--- src/rtl/ahblite_busmatrix_arbiter_rr_pkg.sv ---
// Shared definitions for the AHB-Lite bus-matrix output-stage arbiter and
// the other multi-master slave ports: transfer/burst codes, FSM states, beat count.
package ahblite_busmatrix_arbiter_rr_pkg;

   localparam logic [1:0] HTRANS_IDLE   = 2'b00;
   localparam logic [1:0] HTRANS_BUSY   = 2'b01;
   localparam logic [1:0] HTRANS_NONSEQ = 2'b10;
   localparam logic [1:0] HTRANS_SEQ    = 2'b11;

   localparam logic [2:0] HBURST_SINGLE = 3'b000;
   localparam logic [2:0] HBURST_INCR   = 3'b001;
   localparam logic [2:0] HBURST_WRAP4  = 3'b010;
   localparam logic [2:0] HBURST_INCR4  = 3'b011;
   localparam logic [2:0] HBURST_WRAP8  = 3'b100;
   localparam logic [2:0] HBURST_INCR8  = 3'b101;
   localparam logic [2:0] HBURST_WRAP16 = 3'b110;
   localparam logic [2:0] HBURST_INCR16 = 3'b111;

   typedef enum logic [1:0] {
      ST_ARB        = 2'b00,
      ST_HOLD_FIXED = 2'b01,
      ST_HOLD_INCR  = 2'b10
   } arb_state_e;

   // Fixed-length bursts report their beat count; SINGLE/INCR report one beat.
   function automatic logic [4:0] burst_beats(input logic [2:0] hburst);
      logic [4:0] beats;
      case (hburst)
         HBURST_WRAP4,  HBURST_INCR4:  beats = 5'd4;
         HBURST_WRAP8,  HBURST_INCR8:  beats = 5'd8;
         HBURST_WRAP16, HBURST_INCR16: beats = 5'd16;
         default:                      beats = 5'd1;
      endcase
      return beats;
   endfunction

endpackage

--- src/rtl/ahblite_busmatrix_arbiter_rr_pick.sv ---
// Combinational round-robin winner search: first requester after last_grant_i,
// wrapping modulo NUM_PORTS. Module ahblite_rr_pick, shared by several slave ports.
module ahblite_rr_pick #(
   parameter int NUM_PORTS = 4,
   parameter int PORT_W    = 2
) (
   input  logic [NUM_PORTS-1:0] req_i,
   input  logic [PORT_W-1:0]    last_grant_i,
   output logic [PORT_W-1:0]    winner_o,
   output logic                 any_req_o
);

   // Walk candidates from farthest to nearest so the nearest requester wins.
   always_comb begin
      int cand;
      cand      = 0;
      winner_o  = '0;
      any_req_o = 1'b0;
      for (int k = NUM_PORTS; k >= 1; k--) begin
         cand = (int'(last_grant_i) + k) % NUM_PORTS;
         if (req_i[cand[PORT_W-1:0]]) begin
            winner_o  = cand[PORT_W-1:0];
            any_req_o = 1'b1;
         end else begin
         end
      end
   end

endmodule

--- src/rtl/ahblite_busmatrix_arbiter_rr.sv ---
// Round-robin arbiter for one AHB-Lite bus-matrix output stage. Burst hold
// (fixed and INCR) is built only with AHB_ARB_BURST_LOCK_EN; HMASTLOCK hold always.
module ahblite_busmatrix_arbiter_rr
   import ahblite_busmatrix_arbiter_rr_pkg::*;
#(
   parameter int NUM_PORTS = 4,
   parameter int PORT_W    = 2
) (
   input  logic                 HCLK,
   input  logic                 HRESETn,
   input  logic [NUM_PORTS-1:0] REQ,
   input  logic                 HREADY_Outputstage,
   input  logic                 HSEL_Outputstage,
   input  logic [1:0]           HTRANS_Outputstage,
   input  logic [2:0]           HBURST_Outputstage,
   input  logic                 HMASTLOCK_Outputstage,
   output logic [PORT_W-1:0]    PORT_SEL_ARBITER,
   output logic                 PORT_NOSEL_ARBITER
);

   localparam logic [PORT_W-1:0] LAST_RST = PORT_W'(NUM_PORTS - 1);

   logic [PORT_W-1:0] sel_q, sel_d;
   logic [PORT_W-1:0] last_q, last_d;
   logic              nosel_q, nosel_d;
   logic [PORT_W-1:0] winner_s;
   logic              any_req_s;
   logic              do_arb_s;

   ahblite_rr_pick #(
      .NUM_PORTS (NUM_PORTS),
      .PORT_W    (PORT_W)
   ) u_pick (
      .req_i        (REQ),
      .last_grant_i (last_q),
      .winner_o     (winner_s),
      .any_req_o    (any_req_s)
   );

`ifdef AHB_ARB_BURST_LOCK_EN
   arb_state_e state_q, state_d;
   logic [3:0] cnt_q, cnt_d;

   // Burst-hold FSM and counter; a locked cycle freezes them together with the grant.
   always_comb begin
      state_d  = state_q;
      cnt_d    = cnt_q;
      do_arb_s = 1'b0;
      if (HMASTLOCK_Outputstage) begin
         do_arb_s = 1'b0;
      end else begin
         case (state_q)
            ST_ARB: begin
               if (HTRANS_Outputstage == HTRANS_NONSEQ && HBURST_Outputstage == HBURST_INCR) begin
                  state_d = ST_HOLD_INCR;
               end else if (HTRANS_Outputstage == HTRANS_NONSEQ && HBURST_Outputstage != HBURST_SINGLE) begin
                  state_d = ST_HOLD_FIXED;
                  cnt_d   = 4'(burst_beats(HBURST_Outputstage) - 5'd1);
               end else begin
                  do_arb_s = 1'b1;
               end
            end
            ST_HOLD_FIXED: begin
               case (HTRANS_Outputstage)
                  HTRANS_SEQ: begin
                     if (cnt_q <= 4'd1) begin
                        state_d = ST_ARB;
                        cnt_d   = 4'd0;
                     end else begin
                        cnt_d   = cnt_q - 4'd1;
                     end
                  end
                  HTRANS_BUSY: begin
                     cnt_d = cnt_q;
                  end
                  default: begin
                     state_d = ST_ARB;
                     cnt_d   = 4'd0;
                  end
               endcase
            end
            ST_HOLD_INCR: begin
               if (HTRANS_Outputstage == HTRANS_IDLE || HTRANS_Outputstage == HTRANS_NONSEQ) begin
                  state_d = ST_ARB;
               end else begin
                  state_d = ST_HOLD_INCR;
               end
            end
            default: begin
               state_d = ST_ARB;
               cnt_d   = 4'd0;
            end
         endcase
      end
   end

   // Burst-hold state registers, frozen while the slave stalls.
   always_ff @(posedge HCLK or negedge HRESETn) begin
      if (!HRESETn) begin
         state_q <= ST_ARB;
         cnt_q   <= 4'd0;
      end else if (HREADY_Outputstage) begin
         state_q <= state_d;
         cnt_q   <= cnt_d;
      end
   end
`else
   logic unused_hburst_s;
   assign unused_hburst_s = ^HBURST_Outputstage;

   // Without burst hold, only SEQ/BUSY beats and locked cycles keep the grant.
   always_comb begin
      do_arb_s = ~HMASTLOCK_Outputstage
               & (HTRANS_Outputstage != HTRANS_SEQ)
               & (HTRANS_Outputstage != HTRANS_BUSY);
   end
`endif

   // Grant decision; with no requester, an in-flight slave selection keeps NOSEL low.
   always_comb begin
      sel_d   = sel_q;
      last_d  = last_q;
      nosel_d = nosel_q;
      if (do_arb_s) begin
         if (any_req_s) begin
            sel_d   = winner_s;
            last_d  = winner_s;
            nosel_d = 1'b0;
         end else if (HSEL_Outputstage) begin
            nosel_d = 1'b0;
         end else begin
            nosel_d = 1'b1;
         end
      end else begin
         nosel_d = nosel_q;
      end
   end

   // Grant registers, frozen while the slave stalls.
   always_ff @(posedge HCLK or negedge HRESETn) begin
      if (!HRESETn) begin
         sel_q   <= '0;
         last_q  <= LAST_RST;
         nosel_q <= 1'b1;
      end else if (HREADY_Outputstage) begin
         sel_q   <= sel_d;
         last_q  <= last_d;
         nosel_q <= nosel_d;
      end
   end

   assign PORT_SEL_ARBITER   = sel_q;
   assign PORT_NOSEL_ARBITER = nosel_q;

endmodule

--- config.mk ---
export PLATFORM = sky130hd
export DESIGN_NAME = ahblite_busmatrix_arbiter_rr
export DESIGN_NICKNAME = d
export VERILOG_FILES = /design/src/rtl/ahblite_busmatrix_arbiter_rr_pkg.sv /design/src/rtl/ahblite_busmatrix_arbiter_rr_pick.sv /design/src/rtl/ahblite_busmatrix_arbiter_rr.sv
export SDC_FILE = /design/constraint.sdc
export NUM_CORES = 1
export LEC_CHECK = 0
export ABC_AREA = 1
export CAP_MARGIN = 5
export CORE_AREA = 2 2 39 41
export CTS_BUF_LIST = sky130_fd_sc_hd__clkbuf_8
export DETAILED_ROUTE_END_ITERATION = 10
export DIE_AREA = 0 0 41 43
export SLEW_MARGIN = 20
export SYNTH_ARGS = -nofsm -noshare
export SYNTH_HDL_FRONTEND = slang
export SYNTH_SLANG_ARGS = --single-unit
--- constraint.sdc ---
create_clock -name HCLK -period 1.6 [get_ports HCLK]
set_clock_uncertainty 0.15 [all_clocks]
set_input_delay 0.32 -clock HCLK [delete_from_list [all_inputs] [get_ports HCLK]]
set_output_delay 0.32 -clock HCLK [all_outputs]
set_load 0.05 [all_outputs]
* Word-level counts from Yosys, hierarchy flattened
Cells that the tools add are included.
** Word-level totals
- Register bits after elaboration :: 5
- Bits in latches :: 0
- Bits in writable memories :: 0
- Bits in read-only memories :: 0
- Input port bits :: 14
- Logic and storage cells :: 36
- Memories kept :: 0
** Cells by class
- Add/subtract/negate cells :: 4
- Multipliers :: 0
- Divide/modulo/power cells :: 0
- $lt $le $gt $ge :: 4
- Eq/ne operators :: 2
- Shift operators :: 0
- Muxes and demuxes :: 18
- Bitwise operators :: 3
- Reductions and logical operators :: 2
** Operators by type and width (count)
- < comparator 2 x 3 -> 1 bit, second input constant :: 4
- two-way mux 1 bit :: 10
- binary-select mux 1 bit (select 2 bit) :: 4
- two-way mux 2 bit :: 4
- adder 2 x 1 -> 2 bit, second input constant :: 2
- adder 2 bit, second input constant :: 2
- AND reduction 3 bit :: 1
- bitwise AND 1 bit :: 2
- inequality test 2 x 1 -> 1 bit, second input constant :: 1
- inequality test 2 bit, second input constant :: 1
- AND reduction 2 bit :: 1
- NOT 1 bit :: 1

* Logic depth before layout (Yosys ltp)
Gate-level depths: netlist of the first run.
- Word-level depth :: 8
- Gate-level depth with buffers :: 10

* Hierarchy
Synthesis of the first run repeated with hierarchy kept, for this count alone.
** Unflattened totals
- Cells, all modules :: 73
- Area total of the unflattened synthesis :: 440.4 um2
** By module, submodules not included
- ahblite_rr_pick :: instances 1, cells an instance 49, area each 226.5 um2
- ahblite_busmatrix_arbiter_rr :: instances 1, cells an instance 24, area each 214.0 um2

* Worst setup path after synthesis of the first run
OpenSTA, ideal clock, no wires.
- Kind :: reg-to-reg
- Start :: register last_q[0]
- End :: register sel_q[1] (netlist: PORT_SEL_ARBITER[1])
- Setup time :: 118 ps
- Data arrival time :: 1137 ps
- Data required time :: 1332 ps
- Setup slack :: 195 ps
- Stages on the path, launching flop included :: 10
- Period minus slack after synthesis :: 1405 ps
- Path through :: dfstp_2 -> inv_1 -> nand2_1 -> nand2_2 -> nor2_1 -> nand3_2 -> nand2_4 -> inv_4 -> nand3_2 -> nand2_1
** On the way
- Cells in the longest elaborated chain, start to end :: 8
- Elaborated cells between the ends (all ways) :: 21
- Those cells by class :: 4 x add/sub; 16 x mux; 1 x reduce/logical
** Ends and longest elaborated chain
- start: declaration :: RTL line ahblite_busmatrix_arbiter_rr.sv:24 : logic [PORT_W-1:0] last_q, last_d;
- start signal: assignment :: RTL line ahblite_busmatrix_arbiter_rr.sv:147 : last_q <= last_d;
- adder 2 x 1 -> 2 bit :: RTL line ahblite_busmatrix_arbiter_rr_pick.sv:20 : cand = (int'(last_grant_i) + k) % NUM_PORTS;
- binary-select mux 1 bit (select 2 bit) :: RTL line ahblite_busmatrix_arbiter_rr_pick.sv:21 : if (req_i[cand[PORT_W-1:0]]) begin
- two-way mux 1 bit (implied by the code) :: RTL line ahblite_busmatrix_arbiter_rr_pick.sv:21
- two-way mux 1 bit (4 in series) :: RTL line ahblite_busmatrix_arbiter_rr_pick.sv:21
- AND reduction 3 bit (no line)
- end signal: assignment :: RTL line ahblite_busmatrix_arbiter_rr.sv:146 : sel_q <= sel_d;
- end: declaration :: RTL line ahblite_busmatrix_arbiter_rr.sv:23 : logic [PORT_W-1:0] sel_q, sel_d;
Several ways; a longest one is shown, not always the timed one. The select of a mux whose other input is x is not followed.
A chain may end at the register's enable or synchronous reset.

* Worst setup path in the final report of the first run
Same ends and word-level chain as after synthesis.

==> key figures, run 1 <==
Run status
  – Status: finished, final reports clean

Setup path
  – Startpoint types: register
  – Arr. time, crit path: 1490 ps
  – Setup crit end kind: register
  – Worst R2R Setup Slack: 60 ps
  – Worst path required time: 1550 ps
  – Crit-path max FO: 5
  – Crit Path Class: reg2reg

Layout
  – Fillcell total: 146
  – Cell area after layout: 677 µm²
  – Fin util: 48.9%
  – Antenna fix cells: 0
  – Post-route non-filler standard cell count: 104
  – Most frequent cells in the layout: nand2_1 (34), inv_1 (9), clkdlybuf4s50_1 (9), buf_4 (5)
  – Nets: 103
  – Layout area overhead: 58.2%
  – Most common cell after layout, fill and taps aside: nand2_1
  – Share of layout cells above drive strength 1: 30.7%

Global routing
  – First-pass GRT wire length: 1550 µm
  – Vias in the first global route: 389
  – GRT Resource Usage Total: 12.8%
  – Overflow after GRT: 0
  – Largest net degree at the start of global routing: 7
  – Initial antenna violation count: 0

Floorplan
  – FP Rows: 14
  – CORE AREA: 1380 µm²
  – Die width: 41 µm
  – Die area: 1760 µm²
  – Ports: 17
  – Die height: 43 µm
  – Initial Utilization: 30.9%

Clocking
  – Worst skew pair latency: 220 ps
  – Clock root cell: clkbuf_8
  – CTS tree: yes
  – H-tree level count: 1
  – CTS Sinks: 5
  – Clk buf depth: 2
  – Clk pin slew, worst setup/hold paths: 30 ps
  – Inserted Clock Buffers: 3
  – Cts hold-fix bufs: 0

Synthesis
  – Syn nets: 82
  – Netlist cell types: 15
  – Mean post-synth cell area: 6.29 µm²
  – Mapped Area: 428 µm²
  – Seq/Total Area, Yosys: 30.1%
  – Synth Instances: 68
  – Flops & latches, synth: 5
  – YS warnings: 0

Route
  – WL met3: 31 µm
  – Routed wl met2: 460 µm
  – Routed length per placed instance: 9.23 µm
  – Via count: 440
  – Top layer in use: met3
  – Drt first pass iters: 4
  – Routed Antenna Nets: 0
  – Drt drc: 0
  – WL final: 960 µm
  – DRT met1 WL: 467 µm
  – Drt initial violations: 4
  – Routed vias/inst: 4.23

Place
  – Placed cells: 99
  – Post-DP Area: 617 µm²
  – Final GP Congestion: 0.711
  – Hpwl dp: 771 µm
  – # port buffers: 12

Power
  – P_leak: 0.364 nW
  – PwrDens: 1900 nW/µm²
  – Worst vdd ir: 1.03 mV

STA
  – Final-report max-slew violation count: 0
  – Period utilisation layout: 96.2%
  – Min Tclk post-route: 1540 ps
  – Measured slew at the worst slew-check pin: 293 ps
  – Setup violations, final: 0
  – Fin Hold WS: 168 ps
  – Headroom to the max-slew limit: 80.4%
  – RSZ-0062 raised after global routing: true
  – Fmax: 0.650 GHz
  – Endpoints failing hold: 0

Worst hold path
  – Tightest Hold Check Type: in2async

Flow run
  – Max_cap viols: 0
==> final cells by class <==
class | instances | area [µm²] | area share (%)
multi-input cells | 52 | 255 | 37.7
repair buffers | 17 | 188 | 27.7
flip-flops and latches | 5 | 129 | 19.0
clock buffers | 3 | 41.3 | 6.10
inverters | 10 | 40.0 | 5.91
well taps | 16 | 20.0 | 2.96
clock inverters | 1 | 3.75 | 0.555
==> cell usage after synthesis (all sizes together) <==
| master | number | area share, % |
|---|---|---|
| nand2 | 39 | 38 |
| dfrtp | 2 | 12 |
| nor3 | 1 | 2.3 |
| nor2 | 2 | 1.8 |
| o21ai | 2 | 3.2 |
| inv | 10 | 9.4 |
| nand3 | 8 | 13 |
| dfstp | 3 | 18 |
| buf | 1 | 2.6 |
==> cell families (layout without fill, tap and decap cells) <==
kind of cell,count (synthesis),in the layout,synth area share [%]
compound gates,2,2,3.22
buf+inv,11,31,12.0
flops,5,5,30.1
simple gates,50,50,54.7
==> path summary, 6_finish.rpt <==
| path | cells after the start | endpoint | startpoint |
|---|---|---|---|
| max in group asynchronous | 1 | last_q[0] | HRESETn |
| min in group HCLK | 2 | last_q[1] | last_q[1] |
| worst max-delay path | 9 | PORT_SEL_ARBITER[1] | last_q[0] |
| worst min register to register | 2 | last_q[1] | last_q[1] |
| worst max register to register | 9 | PORT_SEL_ARBITER[1] | last_q[0] |
| worst min-delay path | 1 | PORT_SEL_ARBITER[0] | HRESETn |
==> metal layers <==
metal,track usage [%],vias up
li1,-,244
met1,16.7,189
met2,19.1,7
met3,1.57,0
met4,8.00,0
met5,0,-
==> state kept, by name, indices dropped and copies added (netlist names) <==
register and cells:
PORT_NOSEL_ARBITER 1, PORT_SEL_ARBITER 2, last_q 2
==> worst max-delay path, cell delays in order (launching register included) <==
cell and delay (ps):
dfstp_2 540, inv_1 90, nand2_1 80, nand2_2 60
nor2_1 130, nand3_2 90, nand2_4 100, inv_4 50
nand3_2 70, nand2_1 50
==> metrics by stage <==
stage | worst slack (ps) | setup TNS [ps] | power, mW
2_1_floorplan | 195 | 0 | 0.751
3_3_place_gp | -114 | -290 | 1.02
3_5_place_dp | -130 | -362 | 1.04
4_1_cts | 2.38 | 0 | 1.27
5_1_grt | -25.1 | -49.7 | 1.39
6_report | 61.1 | 0 | 1.29
==> power by group <==
| group | internal (mW) | switching (mW) | leakage [nW] | total, mW |
|---|---|---|---|---|
| Combinational | 0.355 | 0.449 | 0.281 | 0.804 |
| Clock | 0.164 | 0.0561 | 0.0269 | 0.220 |
| Sequential | 0.202 | 0.0609 | 0.0563 | 0.263 |
==> timing repair <==
item / CTS / global route
resized for setup: 0 / 2
setup buffers: 0 / 1
setup endpoints to repair: 0 / 4
Note: power is estimated with default switching activity, not from simulation.
==> inputs of run 2 (changes only) <==
Settings changed: CAP_MARGIN 5 to 20, CELL_PAD_IN_SITES_DETAIL_PLACEMENT set to 1, CELL_PAD_IN_SITES_GLOBAL_PLACEMENT set to 2, CORE_AREA 2 2 39 41 to not set, CORE_ASPECT_RATIO set to 1.2, CORE_UTILIZATION set to 21, DIE_AREA 0 0 41 43 to not set, PLACE_DENSITY_LB_ADDON set to 0.1.
==> run 2 against run 1 <==
Effect of this change:
- die area is 26% higher
- first-iteration DRC count is 25% lower
- hold slack better by 15 ps
- via count is 10% higher
- register-to-register slack hardly changed
- cell count is 4.8% higher
- largest power group unchanged
- design area is 11% higher
- power is 10% higher
- clock power hardly changed
- critical path type unchanged
- non-clock buffer count is 2 higher
- sequential cell count stayed put
- critical path depth stayed put
==> key figures, run 2 (synthesis results as in run 1) <==
Run status
  – Status: finished, final reports clean

STA
  – Final-report max-slew violation count: 0
  – Period utilisation layout: 96.0%
  – Setup violations, final: 0
  – Endpoints failing hold: 0
  – Min Tclk post-route: 1540 ps
  – Headroom to the max-slew limit: 84.3%
  – Fmax: 0.651 GHz
  – Measured slew at the worst slew-check pin: 235 ps
  – PnR worst setup slack: 64.4 ps
  – RSZ-0062 raised after global routing: true

Clocking
  – CTS tree: yes
  – Clk pin slew, worst setup/hold paths: 40 ps
  – CTS Sinks: 5
  – Clock root cell: clkbuf_8
  – Clk buf depth: 2
  – Inserted Clock Buffers: 3
  – H-tree level count: 1
  – Worst skew pair latency: 210 ps

Place
  – Pre-CTS setup slack: -149 ps
  – Placed cells: 103
  – # port buffers: 12
  – Final GP Congestion: 0.683
  – Hpwl dp: 865 µm

Setup path
  – Worst R2R Setup Slack: 60 ps
  – Arr. time, crit path: 1480 ps
  – Startpoint types: register
  – Setup crit end kind: register
  – Crit-path max FO: 5
  – Crit Path Class: reg2reg
  – Worst path required time: 1550 ps

Power
  – Sw power: 632 µW
  – Combinational Power Share: 65.5%
  – P_leak: 0.392 nW
  – Worst vdd ir: 1.01 mV
  – Switch share: 44.5%
  – Int Pwr: 787 µW
  – Sequential fraction of design power: 19.0%
  – PwrDens: 1900 nW/µm²
  – Clock share of power: 15.5%

Route
  – Drt drc: 0
  – Routed length per placed instance: 10.1 µm
  – Routed Antenna Nets: 0
  – Drt first pass iters: 4
  – Drt initial violations: 3
  – WL final: 1110 µm
  – Via count: 485
  – Routed vias/inst: 4.45

Global routing
  – Met3 Usage GRT: 1.06%
  – Busiest layer in global routing: met2
  – Met1 usage in global routing: 12.1%
  – GRT Resource Usage Total: 10.6%
  – Initial antenna violation count: 0
  – Overflow after GRT: 0
  – Vias in the first global route: 456
  – Largest net degree at the start of global routing: 8
  – First-pass GRT wire length: 1800 µm
  – Met2 Track Usage GR: 19.4%

Floorplan
  – Die area: 2220 µm²
  – Ports: 17
  – FP Rows: 17
  – Initial Utilization: 22.9%
  – Die width: 43.2 µm
  – Die height: 51.5 µm
  – CORE AREA: 1870 µm²

Layout
  – Most frequent cells in the layout: nand2_1 (25), nand2_2 (12), clkdlybuf4s50_1 (8), inv_1 (7)
  – Fillcell total: 238
  – Layout area overhead: 74.9%
  – Antenna fix cells: 0
  – Nets: 105
  – Most common cell after layout, fill and taps aside: nand2_1
  – Post-route non-filler standard cell count: 109
  – Share of layout cells above drive strength 1: 46.7%

Worst hold path
  – Tightest Hold Check Type: in2async

Flow run
  – Max_cap viols: 0
==> run 2: what timing repair did <==
action / 4_1_cts / 5_1_grt
hold buffers: 0 / 0
resized for setup: 0 / 20
setup endpoints to repair: 0 / 4
setup buffers: 0 / 2
==> run 2: worst max-delay path: stages, from the launching register on <==
cell	delay, ps
dfstp_2	550
inv_2	70
nand2_1	100
nand2_4	70
nor2_2	90
nand3_2	90
nand2_4	110
inv_4	50
nand3_2	80
nand2_1	60
==> run 2: path summary, 6_finish.rpt <==
check	to	startpoint	cells after the start
setup / recovery	PORT_SEL_ARBITER[0]	last_q[0]	9
hold reg to reg	last_q[1]	last_q[1]	2
hold / removal	PORT_SEL_ARBITER[1]	HRESETn	1
max in group asynchronous	last_q[0]	HRESETn	1
setup reg to reg	PORT_SEL_ARBITER[0]	last_q[0]	9
min in group HCLK	last_q[1]	last_q[1]	2
==> run 2: cell type report <==
| type | count | area, µm² | area share, % |
|---|---|---|---|
| tap | 19 | 23.8 | 3.18 |
| sequential | 5 | 129 | 17.2 |
| inverter | 10 | 40.0 | 5.35 |
| timing repair buffer | 19 | 213 | 28.4 |
| clock inverter | 1 | 3.75 | 0.502 |
| clock buffer | 3 | 41.3 | 5.52 |
| multi-input combinational | 52 | 298 | 39.8 |
==> run 2: routing by layer <==
metal,vias up,share of wire (%)
li1,249,-
met1,224,44
met2,10,51
met3,2,3.8
met4,0,0.90
met5,-,0
==> run 2: per-stage QoR <==
step	hold slack (ps)	power [mW]	setup TNS, ps	util, %	instance area, µm²
after detailed placement	349	1.05	-416	33.6	628
after global placement	344	1.05	-440	33.6	628
final	183	1.42	0	40.0	748
after CTS	185	1.28	0	36.0	673
after global routing	205	1.54	-28.0	40.0	748
after floorplan	-126	0.751	0	-	428
==> run 2: power groups by stage <==
stage	sequential, mW	clock (mW)	combinational (mW)
final	0.269	0.220	0.929
after global routing	0.277	0.231	1.03
after CTS	0.263	0.223	0.797
after detailed placement	0.262	0	0.789
after global placement	0.260	0	0.788
after floorplan	0.338	0	0.413
==> inputs of run 3 (changes only) <==
Settings changed: CORE_MARGIN set to 10, SETUP_SLACK_MARGIN set to 0.5.
==> run 3 against run 2 <==
Effect of this change:
- die area grew 91%
- via count decreased by 1.4%
- setup slack improved by 14 ps
- design area grew 0.33%
- largest cell class unchanged
- fmax increased by 0.89%
- global-route usage shrank 4.5 points
- critical path depth shrank 1
- non-clock buffer count unchanged
- wire length increased by 5.5%
- hold slack got worse by 15 ps
- combinational power fell by 0.5%
- critical endpoint unchanged
==> key figures, run 3 (synthesis results as in run 1) <==
Place
  – Hpwl dp: 1040 µm
  – Post-DP Area: 643 µm²
  – Final GP Congestion: 0.750
  – Pre-CTS setup slack: -160 ps
  – Placed cells: 105
  – # port buffers: 12

STA
  – Final setup TNS: 0 ps
  – Measured slew at the worst slew-check pin: 220 ps
  – Setup violations, final: 0
  – Endpoints failing hold: 0
  – Period utilisation layout: 95.1%
  – RSZ-0062 raised after global routing: true
  – PnR worst setup slack: 77.9 ps
  – Fmax: 0.657 GHz
  – Headroom to the max-slew limit: 85.3%
  – Min Tclk post-route: 1520 ps
  – Final-report max-slew violation count: 0

Route
  – Drt initial violations: 1
  – WL final: 1170 µm
  – Routed length per placed instance: 10.7 µm
  – Via count: 478
  – Drt drc: 0
  – Routed Antenna Nets: 0
  – Drt first pass iters: 2
  – Routed vias/inst: 4.39

Floorplan
  – Die height: 69.5 µm
  – CORE AREA: 1890 µm²
  – Die width: 61.2 µm
  – Ports: 17
  – FP Rows: 17
  – Die area: 4250 µm²
  – Initial Utilization: 22.6%

Clocking
  – Clk pin slew, worst setup/hold paths: 30 ps
  – H-tree level count: 1
  – Inserted Clock Buffers: 3
  – Cts hold-fix bufs: 0
  – Worst skew pair latency: 220 ps
  – Clock root cell: clkbuf_8
  – CTS tree: yes
  – Clk buf depth: 2
  – Post CTS Setup Buffer Count: 0
  – CTS Sinks: 5

Power
  – PwrDens: 1890 nW/µm²
  – P_leak: 0.396 nW
  – Total power: 1.42 mW
  – Worst vdd ir: 0.831 mV

Global routing
  – Vias in the first global route: 505
  – First-pass GRT wire length: 2010 µm
  – GRT Resource Usage Total: 6.14%
  – Initial antenna violation count: 0
  – Overflow after GRT: 0
  – Largest net degree at the start of global routing: 6

Setup path
  – Startpoint types: register
  – R2R depth: 8
  – Worst R2R Start: last_q[0]
  – Crit Path Class: reg2reg
  – Reg2Reg Capture Point: PORT_SEL_ARBITER[0]
  – Critical path's slowest cell: dfstp_2
  – Cells along the critical path: buf_6 -> o21ai_4 -> nor2_2 -> nand3_2 -> nand2_4 -> inv_4 -> nand3_2 -> nand2_1
  – Crit path max-delay family: flip-flops
  – Setup crit end kind: register
  – Worst path required time: 1560 ps
  – WP buf/inv: 2
  – Most frequent CP cell: nand3_2
  – Worst R2R Setup Slack: 80 ps
  – Arr. time, crit path: 1480 ps
  – Crit-path max FO: 5
  – CP peak stage delay: 570 ps

Layout
  – Most common cell after layout, fill and taps aside: nand2_1
  – Most frequent cells in the layout: nand2_1 (24), nand2_2 (13), inv_1 (8), clkdlybuf4s50_1 (8)
  – Layout area overhead: 75.4%
  – Share of layout cells above drive strength 1: 46.7%
  – Post-route non-filler standard cell count: 109
  – Cell area after layout: 751 µm²
  – Antenna fix cells: 0
  – Nets: 105

Worst hold path
  – Tightest Hold Check Type: in2async

Flow run
  – Max_cap viols: 0

Run status
  – Status: finished, final reports clean
run 3: timing repair:
item,4_1_cts,5_1_grt
gates resized for setup,8,12
pin swaps,3,5
endpoints found under the setup margin,8,8
run 3: area by class of cell:
type / instances / area, µm²
clock buffers: 3 / 41.3
clock inverters: 1 / 3.75
fillers: 240 / 1140
inverters: 10 / 40.0
multi-input cells: 52 / 300
flip-flops and latches: 5 / 129
well taps: 19 / 23.8
repair buffers: 19 / 213
run 3: metal layers:
metal	vias to the layer above	GRT usage, %	part of all wire [%]
met5	-	0	0
met4	0	4.53	3.1
met3	3	2.01	5.2
met2	9	10.2	52
met1	218	5.91	39
li1	248	-	-
run 3: worst max-delay path by stage:
stage	cells after the start	slack, ps	to	startpoint
finish	8	80	PORT_SEL_ARBITER[0]	last_q[0]
CTS	10	40	PORT_SEL_ARBITER[0]	last_q[0]
detailed placement	10	-160	PORT_SEL_ARBITER[0]	REQ[0]
global route	8	-30	PORT_SEL_ARBITER[1]	last_q[0]
floorplan	9	190	PORT_SEL_ARBITER[1]	last_q[0]
global placement	10	-160	PORT_SEL_ARBITER[0]	REQ[0]
run 3: power by group:
part	internal, mW	leakage (nW)	total, mW	switching [mW]
sequential	0.203	0.0563	0.273	0.0703
clock	0.164	0.0269	0.225	0.0606
combinational	0.422	0.313	0.924	0.503
total	0.789	0.396	1.42	0.633
run 3: per-stage QoR:
stage / util, % / hold slack (ps)
after floorplan: - / -126
after global placement: 34.0 / 356
after detailed placement: 34.0 / 362
after CTS: 37.9 / 175
after global routing: 39.7 / 168
final: 39.7 / 168
